--- src/rtl/sequential_nonrestoring_divider_128bit_pkg.sv ---
// Shared constants and FSM encoding for the 128-bit non-restoring divider.
package sequential_nonrestoring_divider_128bit_pkg;

    localparam int unsigned DIV_WIDTH  = 128;
    localparam int unsigned ITER_COUNT = DIV_WIDTH;

    typedef enum logic [2:0] {
        StLoad    = 3'd0,
        StIter    = 3'd1,
        StCorrect = 3'd2,
        StDone    = 3'd3
    } div_state_e;

endpackage

--- src/rtl/sequential_nonrestoring_divider_128bit_nrd_addsub.sv ---
// (WIDTH+1)-bit add/subtract of the zero-extended divisor against the partial remainder.
module sequential_nonrestoring_divider_128bit_nrd_addsub #(
    parameter int unsigned WIDTH = 128
) (
    input  logic [WIDTH:0]   a_i,
    input  logic [WIDTH-1:0] m_i,
    input  logic             sub_i,
    output logic [WIDTH:0]   result_o
);

    logic [WIDTH:0] m_ext;

    always_comb begin
        m_ext    = {1'b0, m_i};
        result_o = sub_i ? (a_i - m_ext) : (a_i + m_ext);
    end

endmodule

--- src/rtl/sequential_nonrestoring_divider_128bit.sv ---
// Unsigned sequential non-restoring divider, one quotient bit per clock; a reset pulse starts
// each division. Optional macro DIV_BY_ZERO_DETECT_EN adds a div_by_zero output and fast path.
module sequential_nonrestoring_divider_128bit
    import sequential_nonrestoring_divider_128bit_pkg::*;
#(
    parameter int unsigned WIDTH = ITER_COUNT
) (
    input  logic                     clk,
    input  logic                     reset_n,
    input  logic [WIDTH-1:0]         dividend_q,
    input  logic [WIDTH-1:0]         divisor_m,
    output logic [WIDTH-1:0]         quotient,
    output logic [WIDTH-1:0]         remainder,
    output logic                     done,
`ifdef DIV_BY_ZERO_DETECT_EN
    output logic                     div_by_zero,
`endif
    output logic [2:0]               state_out,
    output logic [$clog2(WIDTH):0]   count_out
);

    localparam int unsigned CNT_W = $clog2(WIDTH) + 1;
    localparam logic [CNT_W-1:0] LAST_ITER = CNT_W'(WIDTH - 1);

    div_state_e       state_q, state_d;
    logic [WIDTH:0]   a_q, a_d;
    logic [WIDTH-1:0] q_q, q_d;
    logic [WIDTH-1:0] m_q, m_d;
    logic [CNT_W-1:0] count_q, count_d;
    logic [WIDTH-1:0] quot_q, quot_d;
    logic [WIDTH-1:0] rem_q, rem_d;
    logic             done_q, done_d;
`ifdef DIV_BY_ZERO_DETECT_EN
    logic             dbz_q, dbz_d;
`endif

    logic [WIDTH:0]   as_operand;
    logic             as_sub;
    logic [WIDTH:0]   as_result;
    logic [WIDTH:0]   a_shift;

    sequential_nonrestoring_divider_128bit_nrd_addsub #(
        .WIDTH (WIDTH)
    ) u_addsub (
        .a_i      (as_operand),
        .m_i      (m_q),
        .sub_i    (as_sub),
        .result_o (as_result)
    );

    always_comb begin
        state_d    = state_q;
        a_d        = a_q;
        q_d        = q_q;
        m_d        = m_q;
        count_d    = count_q;
        quot_d     = quot_q;
        rem_d      = rem_q;
        done_d     = done_q;
`ifdef DIV_BY_ZERO_DETECT_EN
        dbz_d      = dbz_q;
`endif
        a_shift    = {a_q[WIDTH-1:0], q_q[WIDTH-1]};
        as_operand = a_q;
        as_sub     = 1'b0;

        unique case (state_q)
            StLoad: begin
                a_d     = '0;
                q_d     = dividend_q;
                m_d     = divisor_m;
                count_d = '0;
                state_d = StIter;
`ifdef DIV_BY_ZERO_DETECT_EN
                // Preload the final answer and let CORRECT publish it (M=0 adds nothing).
                if (divisor_m == '0) begin
                    a_d     = {1'b0, dividend_q};
                    q_d     = '1;
                    dbz_d   = 1'b1;
                    state_d = StCorrect;
                end
`endif
            end
            StIter: begin
                // Subtract while the partial remainder is non-negative, add back otherwise.
                as_operand = a_shift;
                as_sub     = ~a_q[WIDTH];
                a_d        = as_result;
                q_d        = {q_q[WIDTH-2:0], ~as_result[WIDTH]};
                count_d    = count_q + 1'b1;
                if (count_q == LAST_ITER) begin
                    state_d = StCorrect;
                end
            end
            StCorrect: begin
                as_operand = a_q;
                as_sub     = 1'b0;
                a_d        = a_q[WIDTH] ? as_result : a_q;
                quot_d     = q_q;
                rem_d      = a_d[WIDTH-1:0];
                done_d     = 1'b1;
                state_d    = StDone;
            end
            StDone: begin
            end
            default: begin
                state_d = StLoad;
            end
        endcase
    end

    always_ff @(posedge clk) begin
        if (reset_n) begin
            state_q <= StLoad;
            a_q     <= '0;
            q_q     <= '0;
            m_q     <= '0;
            count_q <= '0;
            quot_q  <= '0;
            rem_q   <= '0;
            done_q  <= 1'b0;
`ifdef DIV_BY_ZERO_DETECT_EN
            dbz_q   <= 1'b0;
`endif
        end else begin
            state_q <= state_d;
            a_q     <= a_d;
            q_q     <= q_d;
            m_q     <= m_d;
            count_q <= count_d;
            quot_q  <= quot_d;
            rem_q   <= rem_d;
            done_q  <= done_d;
`ifdef DIV_BY_ZERO_DETECT_EN
            dbz_q   <= dbz_d;
`endif
        end
    end

    always_comb begin
        quotient  = quot_q;
        remainder = rem_q;
        done      = done_q;
        state_out = state_q;
        count_out = count_q;
`ifdef DIV_BY_ZERO_DETECT_EN
        div_by_zero = dbz_q;
`endif
    end

endmodule

--- config.mk ---
export PLATFORM = sky130hd
export DESIGN_NAME = sequential_nonrestoring_divider_128bit
export DESIGN_NICKNAME = d
export VERILOG_FILES = /design/src/rtl/sequential_nonrestoring_divider_128bit_pkg.sv /design/src/rtl/sequential_nonrestoring_divider_128bit_nrd_addsub.sv /design/src/rtl/sequential_nonrestoring_divider_128bit.sv
export SDC_FILE = /design/constraint.sdc
export NUM_CORES = 2
export LEC_CHECK = 0
export BUFFER_PORTS_ARGS = -buffer_cell sky130_fd_sc_hd__buf_4
export CAP_MARGIN = 20
export CORE_MARGIN = 4
export CORE_UTILIZATION = 59
export DETAILED_ROUTE_END_ITERATION = 10
export PLACE_DENSITY = 0.82
export SYNTH_ARGS = -nofsm -noshare
export SYNTH_HDL_FRONTEND = slang
export SYNTH_SLANG_ARGS = --single-unit
--- constraint.sdc ---
create_clock -name clk -period 7.7 [get_ports clk]
set_clock_uncertainty 0.05 [all_clocks]
set_input_delay 0.77 -clock clk [delete_from_list [all_inputs] [get_ports clk]]
set_output_delay 0.77 -clock clk [all_outputs]
set_load 0.005 [all_outputs]
### Word-level counts from Yosys, hierarchy flattened

Index checks and enable logic that the tools add are counted.

| word-level totals | value |
|---|---|
| bits in read-only memories | 0 |
| memories kept | 0 |
| memory bits (writable) | 0 |
| latch bits | 0 |
| input bits | 258 |
| logic and storage cells | 32 |
| bits in registers | 653 |

| cells by class | value |
|---|---|
| divide/modulo/power cells | 0 |
| mux-type cells | 9 |
| add/subtract/negate cells | 3 |
| shifts and indexed selects | 0 |
| reduce and logical (&&, ||, !) cells | 4 |
| magnitude comparators | 0 |
| equality and inequality tests | 5 |
| multiply operators | 0 |
| bitwise logic cells | 3 |

Operators by type and width:

| cell | count |
|---|---|
| $mux 129 | 3 |
| $pmux 129 s3 | 1 |
| $pmux 128 s2 | 1 |
| $add 129x128->129 | 1 |
| $sub 129x128->129 | 1 |
| $pmux 8 s2 | 1 |
| $pmux 3 s4 | 1 |
| $add 8x1->8 const B | 1 |
| $eq 8x7->1 const B | 1 |
| $eq 3x2->1 const B | 2 |
| $eq 3x1->1 const B | 1 |
| $logic_not 3->1 | 1 |
| $mux 3 | 1 |
| $not 1->1 | 3 |
| $reduce_bool 3->1 | 1 |
| $ne 2x2->1 const B | 1 |
| $reduce_and 2->1 | 1 |
| $reduce_bool 2->1 | 1 |
| $mux 1 | 1 |

### Depth between registers and ports, before layout

| depth | value |
|---|---|
| depth in word-level cells | 6 |
| mapped depth | 27 |
| depth with buffers taken out | 24 |

### Modules after synthesis

A second synthesis with hierarchy kept.

| second synthesis, totals | value |
|---|---|
| cell total of the unflattened synthesis | 4,517 |
| area total of the unflattened synthesis | 39,257.7 µm² |

By module, submodules not included:

| module | instances | area an instance (µm²) | sequential area each (µm²) | cells an instance |
|---|---|---|---|---|
| sequential_nonrestoring_divider_128bit | 1 | 28,019.4 | 13,052.5 | 2,754 |
| sequential_nonrestoring_divider_128bit_nrd_addsub | 1 | 11,238.3 | 0.0 | 1,763 |

### Least setup slack after synthesis

Ideal clock, no wire load.

| timing path | value |
|---|---|
| path type | register to register |
| start | reg m_q[12] |
| end | reg q_q[0] |
| buffers on the path | 2 |
| path slack | 2.035 ns |
| setup time | 0.103 ns |
| stages on the path, launching flop included | 22 |
| arrival time | 5.511 ns |
| path through | dfxtp_1 > or4_1 > or3_1 > clkbuf_1 > nor4_2 > nand4_1 > or4_1 > nor4_1 > a31oi_1 > xnor2_1 > ha_1 > clkbuf_1 > nand2_1 > or3_1 > inv_1 > o21ai_0 > a21oi_1 > a31oi_1 > or3_1 > nand3_1 > nor2_1 > a2111oi_2 |

| on the way | value |
|---|---|
| word-level cells in the longest chain between the ends | 4 |
| elaborated cells on any way between the ends | 5 |
| classes of those cells | 2 x add/sub; 2 x mux; 1 x bitwise |

Ends and longest elaborated chain:

| what | line | text |
|---|---|---|
| start: declaration | sequential_nonrestoring_divider_128bit.sv:28 | `logic [WIDTH-1:0] m_q, m_d;` |
| start signal: assignment | sequential_nonrestoring_divider_128bit.sv:129 | `m_q <= m_d;` |
| $add 129x128->129 / $sub 129x128->129 (equally long branches) | sequential_nonrestoring_divider_128bit_nrd_addsub.sv:15 | `result_o = sub_i ? (a_i - m_ext) : (a_i + m_ext);` |
| $mux 129 * | sequential_nonrestoring_divider_128bit_nrd_addsub.sv:15 |  |
| $not 1->1 * | sequential_nonrestoring_divider_128bit.sv:89 | `q_d = {q_q[WIDTH-2:0], ~as_result[WIDTH]};` |
| $pmux 128 s2 * | sequential_nonrestoring_divider_128bit.sv:67 | `unique case (state_q)` |
| end signal: assignment | sequential_nonrestoring_divider_128bit.sv:128 | `q_q <= q_d;` |
| end: declaration | sequential_nonrestoring_divider_128bit.sv:27 | `logic [WIDTH-1:0] q_q, q_d;` |

Every way passes the cells marked *; elsewhere a longest branch is shown, timed or not.
A chain may end at the register's enable or synchronous reset.

### Worst setup path after layout

| timing path | value |
|---|---|
| start | reg m_q[2] |
| end | reg a_q[118] |

| on the way | value |
|---|---|
| word-level cells in the longest chain between the ends | 4 |
| elaborated cells on any way between the ends | 5 |
| classes of those cells | 2 x add/sub; 3 x mux |

Ends and longest elaborated chain:

| what | line | text |
|---|---|---|
| $add 129x128->129 / $sub 129x128->129 (equally long branches) | sequential_nonrestoring_divider_128bit_nrd_addsub.sv:15 |  |
| $mux 129 * | sequential_nonrestoring_divider_128bit_nrd_addsub.sv:15 |  |
| $mux 129 | sequential_nonrestoring_divider_128bit.sv:98 | `a_d = a_q[WIDTH] ? as_result : a_q;` |
| $pmux 129 s3 * | sequential_nonrestoring_divider_128bit.sv:67 |  |
| end signal: assignment | sequential_nonrestoring_divider_128bit.sv:115 | `a_q <= '0;` |
| end signal: assignment | sequential_nonrestoring_divider_128bit.sv:127 | `a_q <= a_d;` |
| end: declaration | sequential_nonrestoring_divider_128bit.sv:26 | `logic [WIDTH:0] a_q, a_d;` |

Marks and branches as above.

==> reports/metrics.cfg <==
[global_route]
grt.total_usage_pct = 38.9
grt.overflow.total = 0
grt_pass1_wl_um = 214000
grt_max_degree = 248
antenna_found_initial = 8
grt_pass1_vias = 35700

[clock_network]
cts_inserted_buffers = 68
cts_tree = built
clock-sinks = 652
cts-resized-gates = 0
cts.path.max_buffers = 3
clk_pin_slew_ns = 0.06
cts_setup_buffers = 0
h-tree-depth = 3
clk_latency_ns = 0.65
clockRootBuffer = clkbuf_16
postCtsHoldBufs = 0

[final_layout]
area_growth_pct = 17.4
drive_gt1_share_pct = 17.2
fillers = 5163
regArea_mm2 = 0.0131
nNetsFinal = 5408
multi_input_area_mm2 = 0.0239

[timing]
layout_min_cycle_time_ns = 7.22
fin_hold_ws_ns = 0.301
setup_tns_ns = 0
worst_pin_slew_ns = 1.36
hold_viol_final = 0
fmaxAchievable_mhz = 139
period_share_pct = 93.8
slew_headroom_pct = 9.16
setup_viol = 0
slew_violations = 0
rsz0062_at_grt = no

[worst_setup_path]
crit_path_start_kind = flop
critical_path.endpoint_type = flop
path_buf_inv = 1
critPathSlowestCell = a311oi_1
reg2reg_slack_ns = 0.48
path_class = flop to flop
path_cells = or3_1 > or3b_2 > nor4_1 > and4_1 > and4_1 > nand3_1 > inv_1 > a41oi_1 > o21bai_1 > xnor2_1 > ha_1 > a21o_1 > a21o_1 > a21oi_1 > o211ai_1 > a311oi_1 > o2111ai_1 > a21oi_1 > or2_2 > o21ai_0 > xor2_1 > a22o_1
slowest_delay_ns = 0.60
cp_max_fo = 6
required_ns = 8.20
critPathTopFamily = compound AO/OA/AOI/OAI gates
worst_ep_arrival_time_ns = 7.72

[logic_synthesis]
synth_seq_cells = 652
ys.flop_type = dfxtp_1
synthCells = 4686
syn_nets = 5081
seq_area_frac_synth_pct = 34.1
synth_cell_types = 80
async_flop_share_pct = 0
syn_area_mm2 = 0.0382
synth_area_per_cell_um2 = 8.16
ys_warn_count = 0
synth_edf_count = 0

[detailed_routing]
drc = 0
via_count = 37300
drtIter0Drc = 3793
wl_per_cell_um = 24.0
postRouteAntennaNets = 0
via_per_inst = 6.29
dr.pass1.iters = 6
routed_wl_um = 142000

[status]
status = complete, no violations

[run]
maxCapViolCount = 0

[placement]
hpwl_um = 107000
gp_congestion = 1.04
io_buffers = 524

[floorplan]
dieArea_mm2 = 0.0689
core_area_mm2 = 0.0643
std_cell_rows = 93
fp.dieW_um = 263
fp.dieH_um = 263
start_util_pct = 59.4
ios = 526

[min_path]
worst_hold_path_type = primary input to flop

[pwr]
p_per_area_mw_per_mm2 = 389
leakage_nw = 19.2
peakVddDrop_mv = 0.565

==> cell type report <==
class | instances | share of cell area (%)
Multi-Input combinational cell | 3665 | 53.2
Clock buffer | 94 | 4.30
Clock inverter | 27 | 0.817
Timing Repair Buffer | 575 | 9.77
Antenna cell | 6 | 0.0335
Sequential cell | 652 | 29.1
Inverter | 51 | 0.427
Tap cell | 855 | 2.38
==> synthesized netlist by cell type, types with 22 or more instances <==
cell / n / area (µm²)
a211oi_1: 78 / 586
a21o_1: 51 / 383
a21oi_1: 500 / 2500
a22o_1: 63 / 552
a31oi_1: 40 / 250
and3_1: 22 / 138
buf_1: 62 / 233
clkbuf_1: 252 / 946
dfxtp_1: 652 / 13100
ha_1: 136 / 1700
inv_1: 49 / 184
mux2_2: 155 / 1750
mux2i_1: 452 / 4520
nand2_1: 340 / 1280
nand3_1: 33 / 165
nand4_1: 75 / 469
nor2_1: 827 / 3100
nor3_1: 71 / 355
nor4_1: 29 / 181
o21a_1: 24 / 180
o21ai_0: 206 / 1030
o21bai_1: 32 / 240
o31ai_1: 28 / 210
or3_1: 22 / 138
xnor2_1: 136 / 1190
xor2_1: 114 / 998
==> metal layers <==
| layer | GRT usage, % | routed length [µm] | vias to the layer above |
|---|---|---|---|
| met4 | 22.1 | 9970 | 4 |
| met1 | 47.9 | 55500 | 17800 |
| met3 | 9.05 | 12600 | 413 |
| met5 | 0 | 32 | - |
| li1 | - | - | 17300 |
| met2 | 62.8 | 64000 | 1804 |
==> power by group <==
part	total (mW)	internal (mW)	switching, mW	leakage, nW
logic	9.33	3.47	5.85	12.7
clock network	3.39	1.89	1.50	1.12
registers	4.73	4.03	0.703	5.32
total	17.5	9.39	8.06	19.2
==> worst register-to-register path: cells and delay by family, from the launching register on <==
family | cells | cell delay, ns
simple gates | 7 | 2.64
buf+inv | 1 | 0.21
xor+xnor | 2 | 0.41
fa+ha+maj | 1 | 0.25
flops | 1 | 0.35
compound gates | 11 | 3.20
==> through the flow <==
stage	worst slack (ns)	cells	instance area (µm²)	power [mW]	util, %
floorplan	2.04	4686	38200	11.1	-
global placement	1.01	5796	42500	13.7	66.1
detailed placement	0.822	5797	42500	13.8	66.1
CTS	0.776	5918	44800	17.2	69.7
global route	0.300	5925	44900	18.4	69.7
finish	0.480	5925	44900	17.5	69.7
==> registers in the layout, indices dropped and copies added, names as in the netlist <==
signal and count:
a_q 129, state_out 2, q_q 128, count_out 8, done 1, m_q 128, quotient 128, remainder 128
==> logic make-up after synthesis <==
family,count (synthesis),share of synthesized area [%]
other,1,0.00981
XOR/XNOR,250,5.73
AND/OR/NAND/NOR,1521,17.2
AO/OA/AOI/OAI,1148,18.3
multiplexers,608,16.4
buffers and inverters,369,3.67
flip-flops,652,34.1
adder cells (fa/ha/maj),137,4.50
==> cell usage in the layout (no fill, tap or decap), types with 24 or more instances in the layout <==
| master | synthesis | final |
|---|---|---|
| nor4_1 | 29 | 29 |
| o21a_1 | 24 | 24 |
| xor2_1 | 114 | 114 |
| buf_4 | 2 | 568 |
| dfxtp_1 | 652 | 651 |
| mux2_2 | 155 | 155 |
| mux2i_1 | 452 | 452 |
| ha_1 | 136 | 132 |
| o31ai_1 | 28 | 28 |
| o21ai_0 | 206 | 206 |
| a31oi_1 | 40 | 40 |
| a22o_1 | 63 | 63 |
| nor3_1 | 71 | 70 |
| clkbuf_16 | 0 | 68 |
| nand4_1 | 75 | 75 |
| a21o_1 | 51 | 51 |
| nand2_1 | 340 | 339 |
| inv_1 | 49 | 49 |
| o21bai_1 | 32 | 32 |
| a211oi_1 | 78 | 78 |
| nor2_1 | 827 | 825 |
| a21oi_1 | 500 | 500 |
| xnor2_1 | 136 | 136 |
| nand3_1 | 33 | 33 |
==> path summary, 6_finish.rpt <==
check                                    from            end  depth (start not counted)
worst max-delay path                   m_q[2]       a_q[118]                         22
worst min-delay path            divisor_m[96]        m_q[96]                          3
worst max register to register         m_q[2]       a_q[118]                         22
worst min register to register  remainder[22]  remainder[22]                          2
Power figures use the tool's default switching activity.
